## src/rtl/alu_seq_if.sv

```systemverilog
// Request/result handshake bundle for alu_seq.
// The Overflow signal exists only when ALU_SEQ_OVERFLOW_EN is defined.
interface alu_seq_if #(
  parameter int WIDTH     = 32,
  parameter int CTRL_BITS = 5
);
  logic                 InValid;
  logic                 InReady;
  logic [CTRL_BITS-1:0] ALUControl;
  logic [WIDTH-1:0]     A;
  logic [WIDTH-1:0]     B;
  logic                 OutValid;
  logic                 OutReady;
  logic [WIDTH-1:0]     ALUResult;
  logic [WIDTH-1:0]     Hi;
  logic                 Zero;
`ifdef ALU_SEQ_OVERFLOW_EN
  logic                 Overflow;

  modport master (
    output InValid, ALUControl, A, B, OutReady,
    input  InReady, OutValid, ALUResult, Hi, Zero, Overflow
  );

  modport slave (
    input  InValid, ALUControl, A, B, OutReady,
    output InReady, OutValid, ALUResult, Hi, Zero, Overflow
  );
`else
  modport master (
    output InValid, ALUControl, A, B, OutReady,
    input  InReady, OutValid, ALUResult, Hi, Zero
  );

  modport slave (
    input  InValid, ALUControl, A, B, OutReady,
    output InReady, OutValid, ALUResult, Hi, Zero
  );
`endif
endinterface

```

## src/rtl/alu_seq.sv

```systemverilog
// Handshaked EX-stage ALU: single-cycle logic/arith/shift ops plus radix-2 multi-cycle
// MULT/MULTU/DIV/DIVU with a Hi/Lo result pair. Optional Overflow output: ALU_SEQ_OVERFLOW_EN.
module alu_seq #(
  parameter int WIDTH      = 32,
  parameter int CTRL_BITS  = 5,
  parameter int SHAMT_BITS = $clog2(WIDTH)
) (
  input logic      Clk,
  input logic      Reset,
  alu_seq_if.slave bus
);

  localparam logic [1:0] ST_IDLE = 2'd0;
  localparam logic [1:0] ST_BUSY = 2'd1;
  localparam logic [1:0] ST_DONE = 2'd2;

  localparam int CNT_W = $clog2(WIDTH);
  localparam logic [CNT_W-1:0] CNT_LAST = CNT_W'(WIDTH - 1);

  localparam logic [CTRL_BITS-1:0] OP_AND   = CTRL_BITS'(0);
  localparam logic [CTRL_BITS-1:0] OP_OR    = CTRL_BITS'(1);
  localparam logic [CTRL_BITS-1:0] OP_ADD   = CTRL_BITS'(2);
  localparam logic [CTRL_BITS-1:0] OP_NOR   = CTRL_BITS'(3);
  localparam logic [CTRL_BITS-1:0] OP_XOR   = CTRL_BITS'(4);
  localparam logic [CTRL_BITS-1:0] OP_SUB   = CTRL_BITS'(6);
  localparam logic [CTRL_BITS-1:0] OP_SLT   = CTRL_BITS'(7);
  localparam logic [CTRL_BITS-1:0] OP_MUL   = CTRL_BITS'(9);
  localparam logic [CTRL_BITS-1:0] OP_SLL   = CTRL_BITS'(10);
  localparam logic [CTRL_BITS-1:0] OP_SGT   = CTRL_BITS'(11);
  localparam logic [CTRL_BITS-1:0] OP_SRL   = CTRL_BITS'(12);
  localparam logic [CTRL_BITS-1:0] OP_ROTR  = CTRL_BITS'(13);
  localparam logic [CTRL_BITS-1:0] OP_SLTU  = CTRL_BITS'(14);
  localparam logic [CTRL_BITS-1:0] OP_SRA   = CTRL_BITS'(15);
  localparam logic [CTRL_BITS-1:0] OP_MULT  = CTRL_BITS'(16);
  localparam logic [CTRL_BITS-1:0] OP_MULTU = CTRL_BITS'(17);
  localparam logic [CTRL_BITS-1:0] OP_DIV   = CTRL_BITS'(18);
  localparam logic [CTRL_BITS-1:0] OP_DIVU  = CTRL_BITS'(19);

  function automatic logic [WIDTH-1:0] magnitude(input logic [WIDTH-1:0] v, input logic is_signed);
    magnitude = (is_signed && v[WIDTH-1]) ? (~v + WIDTH'(1)) : v;
  endfunction

  logic [1:0]       state_q, state_d;
  logic [CNT_W-1:0] cnt_q, cnt_d;
  logic             is_div_q, is_div_d;
  logic             is_smul_q, is_smul_d;
  logic             qneg_q, qneg_d;
  logic             rneg_q, rneg_d;
  logic [WIDTH-1:0] hi_q, hi_d;
  logic [WIDTH-1:0] lo_q, lo_d;
  logic [WIDTH-1:0] m_q, m_d;
  logic [WIDTH-1:0] res_q, res_d;
  logic [WIDTH-1:0] hout_q, hout_d;
  logic             zero_q, zero_d;
  logic             in_ready_q, in_ready_d;
  logic             out_valid_q, out_valid_d;

  logic [SHAMT_BITS-1:0] shamt_s;
  logic [SHAMT_BITS:0]   rot_l_s;
  logic [WIDTH-1:0]      sum_s, diff_s, mul_lo_s, sc_res_s;
  logic                  is_multi_s, is_div_op_s, is_signed_op_s;
  logic                  load_sc_s, load_fin_s;
  logic [WIDTH:0]        mul_sum_s, div_sh_s;
  logic                  div_ge_s;
  logic [WIDTH-1:0]      step_hi_s, step_lo_s, fin_hi_s, fin_lo_s;
  logic [2*WIDTH-1:0]    prod_s;

  assign shamt_s  = bus.B[SHAMT_BITS-1:0];
  assign rot_l_s  = (SHAMT_BITS+1)'(WIDTH) - {1'b0, shamt_s};
  assign sum_s    = bus.A + bus.B;
  assign diff_s   = bus.A - bus.B;
  assign mul_lo_s = bus.A * bus.B;

  assign is_div_op_s    = (bus.ALUControl == OP_DIV) || (bus.ALUControl == OP_DIVU);
  assign is_signed_op_s = (bus.ALUControl == OP_MULT) || (bus.ALUControl == OP_DIV);
  assign is_multi_s     = is_div_op_s || (bus.ALUControl == OP_MULT) || (bus.ALUControl == OP_MULTU);

  // Edges on which the result registers load (DONE entry).
  assign load_sc_s  = (state_q == ST_IDLE) && bus.InValid && !is_multi_s;
  assign load_fin_s = (state_q == ST_BUSY) && (cnt_q == CNT_LAST);

  // Single-cycle result, computed from the live operands at the acceptance edge.
  always_comb begin
    sc_res_s = '0;
    case (bus.ALUControl)
      OP_AND:  sc_res_s = bus.A & bus.B;
      OP_OR:   sc_res_s = bus.A | bus.B;
      OP_ADD:  sc_res_s = sum_s;
      OP_NOR:  sc_res_s = ~(bus.A | bus.B);
      OP_XOR:  sc_res_s = bus.A ^ bus.B;
      OP_SUB:  sc_res_s = diff_s;
      OP_SLT:  sc_res_s = {{(WIDTH-1){1'b0}}, ($signed(bus.A) < $signed(bus.B))};
      OP_SGT:  sc_res_s = {{(WIDTH-1){1'b0}}, ($signed(bus.A) > $signed(bus.B))};
      OP_SLTU: sc_res_s = {{(WIDTH-1){1'b0}}, (bus.A < bus.B)};
      OP_MUL:  sc_res_s = mul_lo_s;
      OP_SLL:  sc_res_s = bus.A << shamt_s;
      OP_SRL:  sc_res_s = bus.A >> shamt_s;
      OP_ROTR: sc_res_s = (bus.A >> shamt_s) | (bus.A << rot_l_s);
      OP_SRA:  sc_res_s = $unsigned($signed(bus.A) >>> shamt_s);
      default: sc_res_s = '0;
    endcase
  end

  // One radix-2 step on magnitudes: shift-add multiply or restoring divide.
  // With a zero divisor every step "subtracts" 0, leaving quotient all ones and remainder |A|.
  assign mul_sum_s = {1'b0, hi_q} + (lo_q[0] ? {1'b0, m_q} : {(WIDTH+1){1'b0}});
  assign div_sh_s  = {hi_q, lo_q[WIDTH-1]};
  assign div_ge_s  = (div_sh_s >= {1'b0, m_q});

  // Step select and sign correction of the last step into the final Hi/Lo pair.
  always_comb begin
    prod_s = '0;
    if (is_div_q) begin
      step_hi_s = div_ge_s ? (div_sh_s[WIDTH-1:0] - m_q) : div_sh_s[WIDTH-1:0];
      step_lo_s = {lo_q[WIDTH-2:0], div_ge_s};
      fin_lo_s  = qneg_q ? (~step_lo_s + WIDTH'(1)) : step_lo_s;
      fin_hi_s  = rneg_q ? (~step_hi_s + WIDTH'(1)) : step_hi_s;
    end else begin
      step_hi_s = mul_sum_s[WIDTH:1];
      step_lo_s = {mul_sum_s[0], lo_q[WIDTH-1:1]};
      prod_s    = qneg_q ? (~{step_hi_s, step_lo_s} + (2*WIDTH)'(1)) : {step_hi_s, step_lo_s};
      fin_hi_s  = prod_s[2*WIDTH-1:WIDTH];
      fin_lo_s  = prod_s[WIDTH-1:0];
    end
  end

  // Control FSM and datapath next-state.
  always_comb begin
    state_d   = state_q;
    cnt_d     = cnt_q;
    is_div_d  = is_div_q;
    is_smul_d = is_smul_q;
    qneg_d    = qneg_q;
    rneg_d    = rneg_q;
    hi_d      = hi_q;
    lo_d      = lo_q;
    m_d       = m_q;
    res_d     = res_q;
    hout_d    = hout_q;
    zero_d    = zero_q;
    case (state_q)
      ST_IDLE: begin
        if (bus.InValid && is_multi_s) begin
          state_d   = ST_BUSY;
          cnt_d     = '0;
          is_div_d  = is_div_op_s;
          is_smul_d = (bus.ALUControl == OP_MULT);
          qneg_d    = is_signed_op_s && (bus.A[WIDTH-1] ^ bus.B[WIDTH-1]) && (bus.B != '0);
          rneg_d    = is_signed_op_s && bus.A[WIDTH-1];
          hi_d      = '0;
          lo_d      = magnitude(bus.A, is_signed_op_s);
          m_d       = magnitude(bus.B, is_signed_op_s);
        end else if (bus.InValid) begin
          state_d = ST_DONE;
          res_d   = sc_res_s;
          hout_d  = '0;
          zero_d  = (sc_res_s == '0);
        end else begin
          state_d = ST_IDLE;
        end
      end
      ST_BUSY: begin
        hi_d = step_hi_s;
        lo_d = step_lo_s;
        if (cnt_q == CNT_LAST) begin
          state_d = ST_DONE;
          res_d   = fin_lo_s;
          hout_d  = fin_hi_s;
          zero_d  = (fin_lo_s == '0);
        end else begin
          cnt_d = cnt_q + CNT_W'(1);
        end
      end
      ST_DONE: begin
        if (bus.OutReady) begin
          state_d = ST_IDLE;
        end else begin
          state_d = ST_DONE;
        end
      end
      default: state_d = ST_IDLE;
    endcase
    in_ready_d  = (state_d == ST_IDLE);
    out_valid_d = (state_d == ST_DONE);
  end

  // State registers with synchronous reset; reset also drops any op in flight.
  always_ff @(posedge Clk) begin
    if (Reset) begin
      state_q     <= ST_IDLE;
      cnt_q       <= '0;
      is_div_q    <= 1'b0;
      is_smul_q   <= 1'b0;
      qneg_q      <= 1'b0;
      rneg_q      <= 1'b0;
      hi_q        <= '0;
      lo_q        <= '0;
      m_q         <= '0;
      res_q       <= '0;
      hout_q      <= '0;
      zero_q      <= 1'b1;
      in_ready_q  <= 1'b1;
      out_valid_q <= 1'b0;
    end else begin
      state_q     <= state_d;
      cnt_q       <= cnt_d;
      is_div_q    <= is_div_d;
      is_smul_q   <= is_smul_d;
      qneg_q      <= qneg_d;
      rneg_q      <= rneg_d;
      hi_q        <= hi_d;
      lo_q        <= lo_d;
      m_q         <= m_d;
      res_q       <= res_d;
      hout_q      <= hout_d;
      zero_q      <= zero_d;
      in_ready_q  <= in_ready_d;
      out_valid_q <= out_valid_d;
    end
  end

  assign bus.InReady   = in_ready_q;
  assign bus.OutValid  = out_valid_q;
  assign bus.ALUResult = res_q;
  assign bus.Hi        = hout_q;
  assign bus.Zero      = zero_q;

`ifdef ALU_SEQ_OVERFLOW_EN
  logic sc_ovf_s, fin_ovf_s, ovf_q, ovf_d;

  // Signed overflow for ADD/SUB: result sign disagrees with A where it must not.
  always_comb begin
    case (bus.ALUControl)
      OP_ADD:  sc_ovf_s = (bus.A[WIDTH-1] == bus.B[WIDTH-1]) && (sum_s[WIDTH-1] != bus.A[WIDTH-1]);
      OP_SUB:  sc_ovf_s = (bus.A[WIDTH-1] != bus.B[WIDTH-1]) && (diff_s[WIDTH-1] != bus.A[WIDTH-1]);
      default: sc_ovf_s = 1'b0;
    endcase
  end

  assign fin_ovf_s = is_smul_q && (fin_hi_s != {WIDTH{fin_lo_s[WIDTH-1]}});

  // Overflow loads alongside ALUResult.
  always_comb begin
    if (load_sc_s) begin
      ovf_d = sc_ovf_s;
    end else if (load_fin_s) begin
      ovf_d = fin_ovf_s;
    end else begin
      ovf_d = ovf_q;
    end
  end

  // Overflow register.
  always_ff @(posedge Clk) begin
    if (Reset) begin
      ovf_q <= 1'b0;
    end else begin
      ovf_q <= ovf_d;
    end
  end

  assign bus.Overflow = ovf_q;
`endif

endmodule

```

## src/flat_wrapper.sv

```systemverilog
// flat-port wrapper written by rule: the top's interface ports become plain ports
module alu_seq_flat 
#(
  parameter int WIDTH      = 32,
  parameter int CTRL_BITS  = 5,
  parameter int SHAMT_BITS = $clog2(WIDTH)
)
  (Clk, Reset, bus_InValid, bus_ALUControl, bus_A, bus_B, bus_OutReady, bus_InReady, bus_OutValid, bus_ALUResult, bus_Hi, bus_Zero);
  alu_seq_if #(.WIDTH(WIDTH), .CTRL_BITS(CTRL_BITS)) bus_i ();
  input logic Clk;
  input logic Reset;
  input wire logic [$bits(bus_i.InValid)-1:0] bus_InValid;
  input wire logic [$bits(bus_i.ALUControl)-1:0] bus_ALUControl;
  input wire logic [$bits(bus_i.A)-1:0] bus_A;
  input wire logic [$bits(bus_i.B)-1:0] bus_B;
  input wire logic [$bits(bus_i.OutReady)-1:0] bus_OutReady;
  output wire logic [$bits(bus_i.InReady)-1:0] bus_InReady;
  output wire logic [$bits(bus_i.OutValid)-1:0] bus_OutValid;
  output wire logic [$bits(bus_i.ALUResult)-1:0] bus_ALUResult;
  output wire logic [$bits(bus_i.Hi)-1:0] bus_Hi;
  output wire logic [$bits(bus_i.Zero)-1:0] bus_Zero;
  assign bus_i.InValid = bus_InValid;
  assign bus_i.ALUControl = bus_ALUControl;
  assign bus_i.A = bus_A;
  assign bus_i.B = bus_B;
  assign bus_i.OutReady = bus_OutReady;
  assign bus_InReady = bus_i.InReady;
  assign bus_OutValid = bus_i.OutValid;
  assign bus_ALUResult = bus_i.ALUResult;
  assign bus_Hi = bus_i.Hi;
  assign bus_Zero = bus_i.Zero;
  alu_seq #(.WIDTH(WIDTH), .CTRL_BITS(CTRL_BITS), .SHAMT_BITS(SHAMT_BITS)) u_core (.Clk(Clk), .Reset(Reset), .bus(bus_i));
endmodule
```

## config.mk

```make
export PLATFORM = sky130hd
export DESIGN_NAME = alu_seq_flat
export DESIGN_NICKNAME = d
export VERILOG_FILES = /design/src/rtl/alu_seq_if.sv /design/src/rtl/alu_seq.sv /design/src/flat_wrapper.sv
export SDC_FILE = /design/constraint.sdc
export NUM_CORES = 2
export LEC_CHECK = 0
export CAP_MARGIN = 10
export CORE_ASPECT_RATIO = 0.6
export CORE_MARGIN = 8
export CORE_UTILIZATION = 30
export CTS_CLUSTER_DIAMETER = 80
export DETAILED_ROUTE_END_ITERATION = 10
export SYNTH_ARGS = -nofsm -noshare
export SYNTH_HDL_FRONTEND = slang
export SYNTH_SLANG_ARGS = --single-unit
```

## constraint.sdc

```tcl
create_clock -name Clk -period 12.7 [get_ports Clk]
set_clock_uncertainty 0.2 [all_clocks]
set_input_delay 3.81 -clock Clk [delete_from_list [all_inputs] [get_ports Clk]]
set_output_delay 3.81 -clock Clk [all_outputs]
set_load 0.02 [all_outputs]
```

== Word-level counts from Yosys, hierarchy flattened ==
Cells that the tools add are included.
Cells by class
  add/subtract/negate cells: 11
  multiply operators: 1
  divide/modulo/power cells: 0
  magnitude comparators: 4
  eq/ne operators: 26
  shifts and indexed selects: 4
  multiplexer cells: 36
  bitwise logic cells: 11
  reduce and logical (&&, ||, !) cells: 20
Operators by type and width (number)
  $mux W32: 18
  $pmux W32 S14: 1
  $pmux W32 S2: 4
  $not A32 Y32: 5
  $add A32 B1 Y32 const B: 4
  $add A64 B1 Y64 const B: 1
  $logic_not A32 Y1: 2
  $lt A32 B32 Y1: 2
  $mux W64: 1
  $not A64 Y64: 1
  $or A32 B32 Y32: 2
  $sub A32 B32 Y32: 2
  $eq A5 B4 Y1 const B: 7
  $add A32 B33 Y33: 1
  $ge A33 B32 Y1: 1
  $add A32 B32 Y32: 1
  $and A32 B32 Y32: 1
  $gt A32 B32 Y1: 1
  $mul A32 B32 Y32: 1
  $reduce_bool A32 Y1: 1
  $shl A32 B5 Y32: 1
  $shl A32 B6 Y32: 1
  $shr A32 B5 Y32: 1
  $sshr A32 B5 Y32: 1
  other kinds (25): 52
Storage, ports and cells
  register bits: 173
  latch bits: 0
  bits in writable memories: 0
  memory bits (read-only): 0
  input port bits: 73
  output and inout port bits: 67
  logic and storage cells: 126
  memories kept: 0

== Logic depth before layout (Yosys ltp) ==
  depth in word-level cells: 9
  depth in mapped cells: 38
  depth with buffers taken out: 31

== Worst setup path after synthesis ==
OpenSTA, ideal clock, no wires.
  path type: input-to-reg
  start: input bus_B[2]
  end: register u_core.zero_q (netlist: u_core.bus.Zero)
  library setup time: 73 ps
  data arrival time: 12971 ps
  required time: 12427 ps
  setup slack: -544 ps
  stages on the path: 35
  path buffers: 7
  cell sequence: buf_2 inv_1 clkbuf_1 clkbuf_1 clkbuf_1 buf_1 clkbuf_1 nor2_1 fa_1 inv_1 fa_1 fa_1 fa_1 inv_1 fa_1 inv_1 fa_1 inv_1 fa_1 inv_1 fa_1 inv_1 ha_1 clkbuf_1 o21a_1 o211ai_1 o21ba_2 a211o_1 a311o_1 a211o_1 xnor2_1 o32ai_1 or2_2 or2_2 o211ai_2
Between the ends
  cells in the longest elaborated chain, start to end: 8
  elaborated cells between the ends (all ways): 21
  classes of those cells: add/sub: 3; mul: 1; order compare: 3; shift: 4; mux: 4; bitwise: 5; reduce/logical: 1
Ends and longest elaborated chain
  from (decl): RTL line flat_wrapper.sv:15  | input wire logic [$bits(bus_i.B)-1:0] bus_B;
  branches (longest 3 deep; another with $mul A32 B32 Y32)
  $pmux W32 S14 (*): RTL line alu_seq.sv:85  | case (bus.ALUControl)
  $logic_not A32 Y1 (*): RTL line alu_seq.sv:157  | zero_d = (sc_res_s == '0);
  $mux W1 (*): RTL line alu_seq.sv:153  | end else if (bus.InValid) begin
  $mux W1 (*): RTL line alu_seq.sv:143  | if (bus.InValid && is_multi_s) begin
  $pmux W1 S2 (*): RTL line alu_seq.sv:141  | case (state_q)
  to (signal assigned): RTL line alu_seq.sv:216  | zero_q <= zero_d;
  to (decl): RTL line alu_seq.sv:54  | logic zero_q, zero_d;
Every way passes the cells marked *. The select of a mux whose other input is x is not followed.
A chain may end at the register's enable or synchronous reset.

== Worst setup path after layout ==
  start: input bus_A[0]
  end: register u_core.zero_q (netlist: u_core.bus.Zero)
Between the ends
  cells in the longest elaborated chain, start to end: 7
  elaborated cells between the ends (all ways): 20
  classes of those cells: add/sub: 2; mul: 1; order compare: 3; shift: 4; mux: 4; bitwise: 5; reduce/logical: 1
Ends and longest elaborated chain
  from (decl): RTL line flat_wrapper.sv:14  | input wire logic [$bits(bus_i.A)-1:0] bus_A;
  branches (longest 2 deep; another with $mul A32 B32 Y32)
  $pmux W32 S14 (*): RTL line alu_seq.sv:85
  $logic_not A32 Y1 (*): RTL line alu_seq.sv:157
  $mux W1 (*): RTL line alu_seq.sv:153
  $mux W1 (*): RTL line alu_seq.sv:143
  $pmux W1 S2 (*): RTL line alu_seq.sv:141
Marks and branches as above.

==> impl_metrics.env <==
export IMPL_min_delay_start="u_core.m_q[31]"
export IMPL_p_switching_mw=11.04
export IMPL_crit_arrival_ns=12.71
export IMPL_path_max_fanout=4
export IMPL_grt_pass1_vias=45960
export IMPL_layout_common_cells="778 x nor2_1, 583 x nand2_1, 565 x inv_1"
export IMPL_drc=0
export IMPL_crit_path_start_kind="input port"
export IMPL_synth_area_per_cell_um2=7.548
export IMPL_yosys_warnings=0
export IMPL_crit_buf_inv=6
export IMPL_drv_slew=0
export IMPL_critPathKind="input port to flip-flop"
export IMPL_die_area_mm2=0.1599
export IMPL_antenna_found_initial=17
export IMPL_place_area_mm2=0.04996
export IMPL_synthFlopType="dfxtp_1"
export IMPL_synth_async_sr_flop_share=0
export IMPL_cp_common_cell="fa_1"
export IMPL_cpLargestDelayFamily="adder cells"
export IMPL_cpMaxStageDelayCell="clkdlybuf4s50_1"
export IMPL_fin_cells=7972
export IMPL_grt_max_degree=93
export IMPL_ys_types=99
export IMPL_wl_um=268800
export IMPL_cts_clk_slew_worst_paths_ns=0.07
export IMPL_hp_class="flip-flop to flip-flop"
export IMPL_drv_cap=0
export IMPL_overflow=0
export IMPL_final_common_cell="nor2_1"
export IMPL_rsz0062_at_grt="false"
export IMPL_dp_cells=7924
export IMPL_fin_crit_ns=12.47
export IMPL_powerDensity_mw_per_mm2=389.5
export IMPL_gp_congestion=1.093
export IMPL_cts_num_sinks=173
export IMPL_cts_max_level=4
export IMPL_pin_count=140
export IMPL_p_clk_frac=0.034
export IMPL_whs_ns=0.2595
export IMPL_power_frac_comb=0.935
export IMPL_io_buffers=139
export IMPL_first_iter_violations=7371
export IMPL_syn_cell_area_mm2=0.04410
export IMPL_grt_pass1_wl_um=372600
export IMPL_cp_required_ns=12.94
export IMPL_r2r_start="u_core.lo_q[0]"
export IMPL_setup_worst_path_end_class="flip-flop"
export IMPL_clock_latency_ns=0.53
export IMPL_status="completed"
export IMPL_syn_to_final_growth_pct=15.11
export IMPL_cts_setup_buffers=0
export IMPL_ir_worst_vdd_mv=0.9069
export IMPL_synth_seq_area_share=0.07852
export IMPL_firstDrtPassIters=7
export IMPL_slew_headroom=0.08557
export IMPL_worstMarginPinSlew_ns=1.369
export IMPL_grtUsageTotal=0.3222
export IMPL_synth_edff_count=0
export IMPL_ant_nets=0
export IMPL_setup_tns_ns=0
export IMPL_cts_tree="yes"
export IMPL_nFillCells=15610
export IMPL_critPathMaxStageDelay_ns=0.94
export IMPL_die_height_um=313
export IMPL_drive_gt1_frac=0.1174
export IMPL_rows=109
export IMPL_die_w_um=511
export IMPL_timing_fmax_ghz=0.08022
export IMPL_ys_seq_elements=173
export IMPL_p_seq_frac=0.031
export IMPL_post_route_period_util=0.9816
export IMPL_root_buffer="clkbuf_16"
export IMPL_setup_viol=0
export IMPL_viasPerCell=6.168
export IMPL_wl_per_cell_um=33.72
export IMPL_final_area_mm2=0.05077
export IMPL_fin_nets=6786
export IMPL_numCtsBuffers=25
export IMPL_hold_viol=0
export IMPL_syn_instance_count=5843
export IMPL_startpoint="bus_A[0]"
export IMPL_p_leak_nw=21.62
export IMPL_dr_total_vias=49170
export IMPL_switching_share=0.5583
export IMPL_start_util=0.3008
export IMPL_clockBufferDepth=3
export IMPL_dp_hpwl_um=221300
export IMPL_core_mm2=0.1466
export IMPL_syn_num_nets=6619
export IMPL_internal_power_mw=8.734
-- cell usage after synthesis (44+ instances only) --
| cell type | number | area (um^2) |
|---|---|---|
| a211oi_1 | 167 | 1254 |
| fa_1 | 412 | 8248 |
| o211ai_1 | 87 | 653.1 |
| a21oi_1 | 324 | 1622 |
| a21o_1 | 66 | 495.5 |
| ha_1 | 291 | 3641 |
| mux4_2 | 95 | 2140 |
| nand3_1 | 133 | 665.6 |
| buf_1 | 70 | 262.8 |
| clkbuf_1 | 352 | 1321 |
| dfxtp_1 | 173 | 3463 |
| a31oi_1 | 44 | 275.3 |
| nor3_1 | 103 | 515.5 |
| or3_1 | 57 | 356.6 |
| nand2_1 | 586 | 2200 |
| mux2i_1 | 132 | 1321 |
| xnor2_1 | 222 | 1944 |
| inv_1 | 566 | 2125 |
| o21ai_0 | 216 | 1081 |
| nand4_1 | 46 | 287.8 |
| nor2_1 | 784 | 2943 |
| xor2_1 | 99 | 867.1 |
-- cell families (layout without fill, tap and decap cells) --
kind of cell,count (synthesis),count (layout),share of synthesized area
flip-flops,173,173,0.07852
buffers and inverters,1041,1214,0.08959
other,0,14,0
XOR/XNOR,321,321,0.06374
AND/OR/NAND/NOR,1997,1997,0.2043
AO/OA/AOI/OAI,1340,1340,0.2053
multiplexers,268,268,0.08894
adder cells (fa/ha/maj),703,703,0.2696
-- cell type report --
class	count	area, um^2	share of cell area
Antenna cell	14	35.03	0.0006900
Timing Repair Buffer	590	5047	0.09942
Inverter	591	2218	0.04369
Clock buffer	27	643.1	0.01267
Tap cell	1942	2430	0.04786
Multi-Input combinational cell	4629	36840	0.7256
Clock inverter	6	88.84	0.001750
Sequential cell	173	3468	0.06831
-- per-stage QoR --
stage / utilization / setup WS [ns] / power, mW
3_5_place_dp: 0.3408 / -0.1342 / 18.26
6_report: 0.3463 / 0.2338 / 19.77
5_1_grt: 0.3461 / 0.02925 / 20.89
2_1_floorplan: - / 0.007399 / 9.908
4_1_cts: 0.3458 / 0.3878 / 19.02
3_3_place_gp: 0.3406 / -0.3111 / 18.33
-- power groups by stage --
stage / Sequential, mW / Clock, mW / Combinational (mW)
after CTS: 0.615 / 0.679 / 17.7
after floorplan: 0.617 / 0 / 9.29
after detailed placement: 0.628 / 0 / 17.6
after global routing: 0.621 / 0.703 / 19.6
after global placement: 0.627 / 0 / 17.7
final: 0.619 / 0.674 / 18.5
-- timing repair --
| item | in CTS | in global routing |
|---|---|---|
| hold buffers | 0 | 0 |
| setup endpoints to repair | 0 | 2 |
| gates resized for setup | 0 | 7 |
-- routing by layer --
layer  routed length, um  global-route usage  part of all wire
met2               92090              0.3860              0.34
met5                  62                   0           0.00023
met1              122400              0.4833              0.46
met4                8808             0.08812             0.033
met3               45460              0.1660              0.17
-- worst paths after layout --
kind	end	cells past startpoint	slack [ns]
worst min-delay path	u_core.m_q[31]	2	0.26
worst max-delay path	u_core.bus.Zero	28	0.23
worst min register to register	u_core.m_q[31]	2	0.26
worst max register to register	u_core.bus.Hi[29]	17	5.90
-- worst reg2reg max path, delay by kind of cell, from the launching register on --
family / cells / cell delay [ns]
simple gates: 4 / 1.07
xor+xnor: 1 / 0.15
buf+inv: 3 / 0.76
compound gates: 8 / 3.30
fa+ha+maj: 1 / 0.30
flops: 1 / 0.92
-- sequential cells by signal, indices dropped and copies added (netlist names) --
register,flops
u_core.lo_q,32
u_core.m_q,32
u_core.cnt_q,5
u_core.rneg_q,1
u_core.bus.Hi,32
u_core.state_q,2
u_core.is_div_q,1
u_core.qneg_q,1
u_core.bus.InReady,1
u_core.hi_q,32
u_core.bus.OutValid,1
u_core.bus.Zero,1
u_core.bus.ALUResult,32
Note: power is estimated with default switching activity, not from simulation.
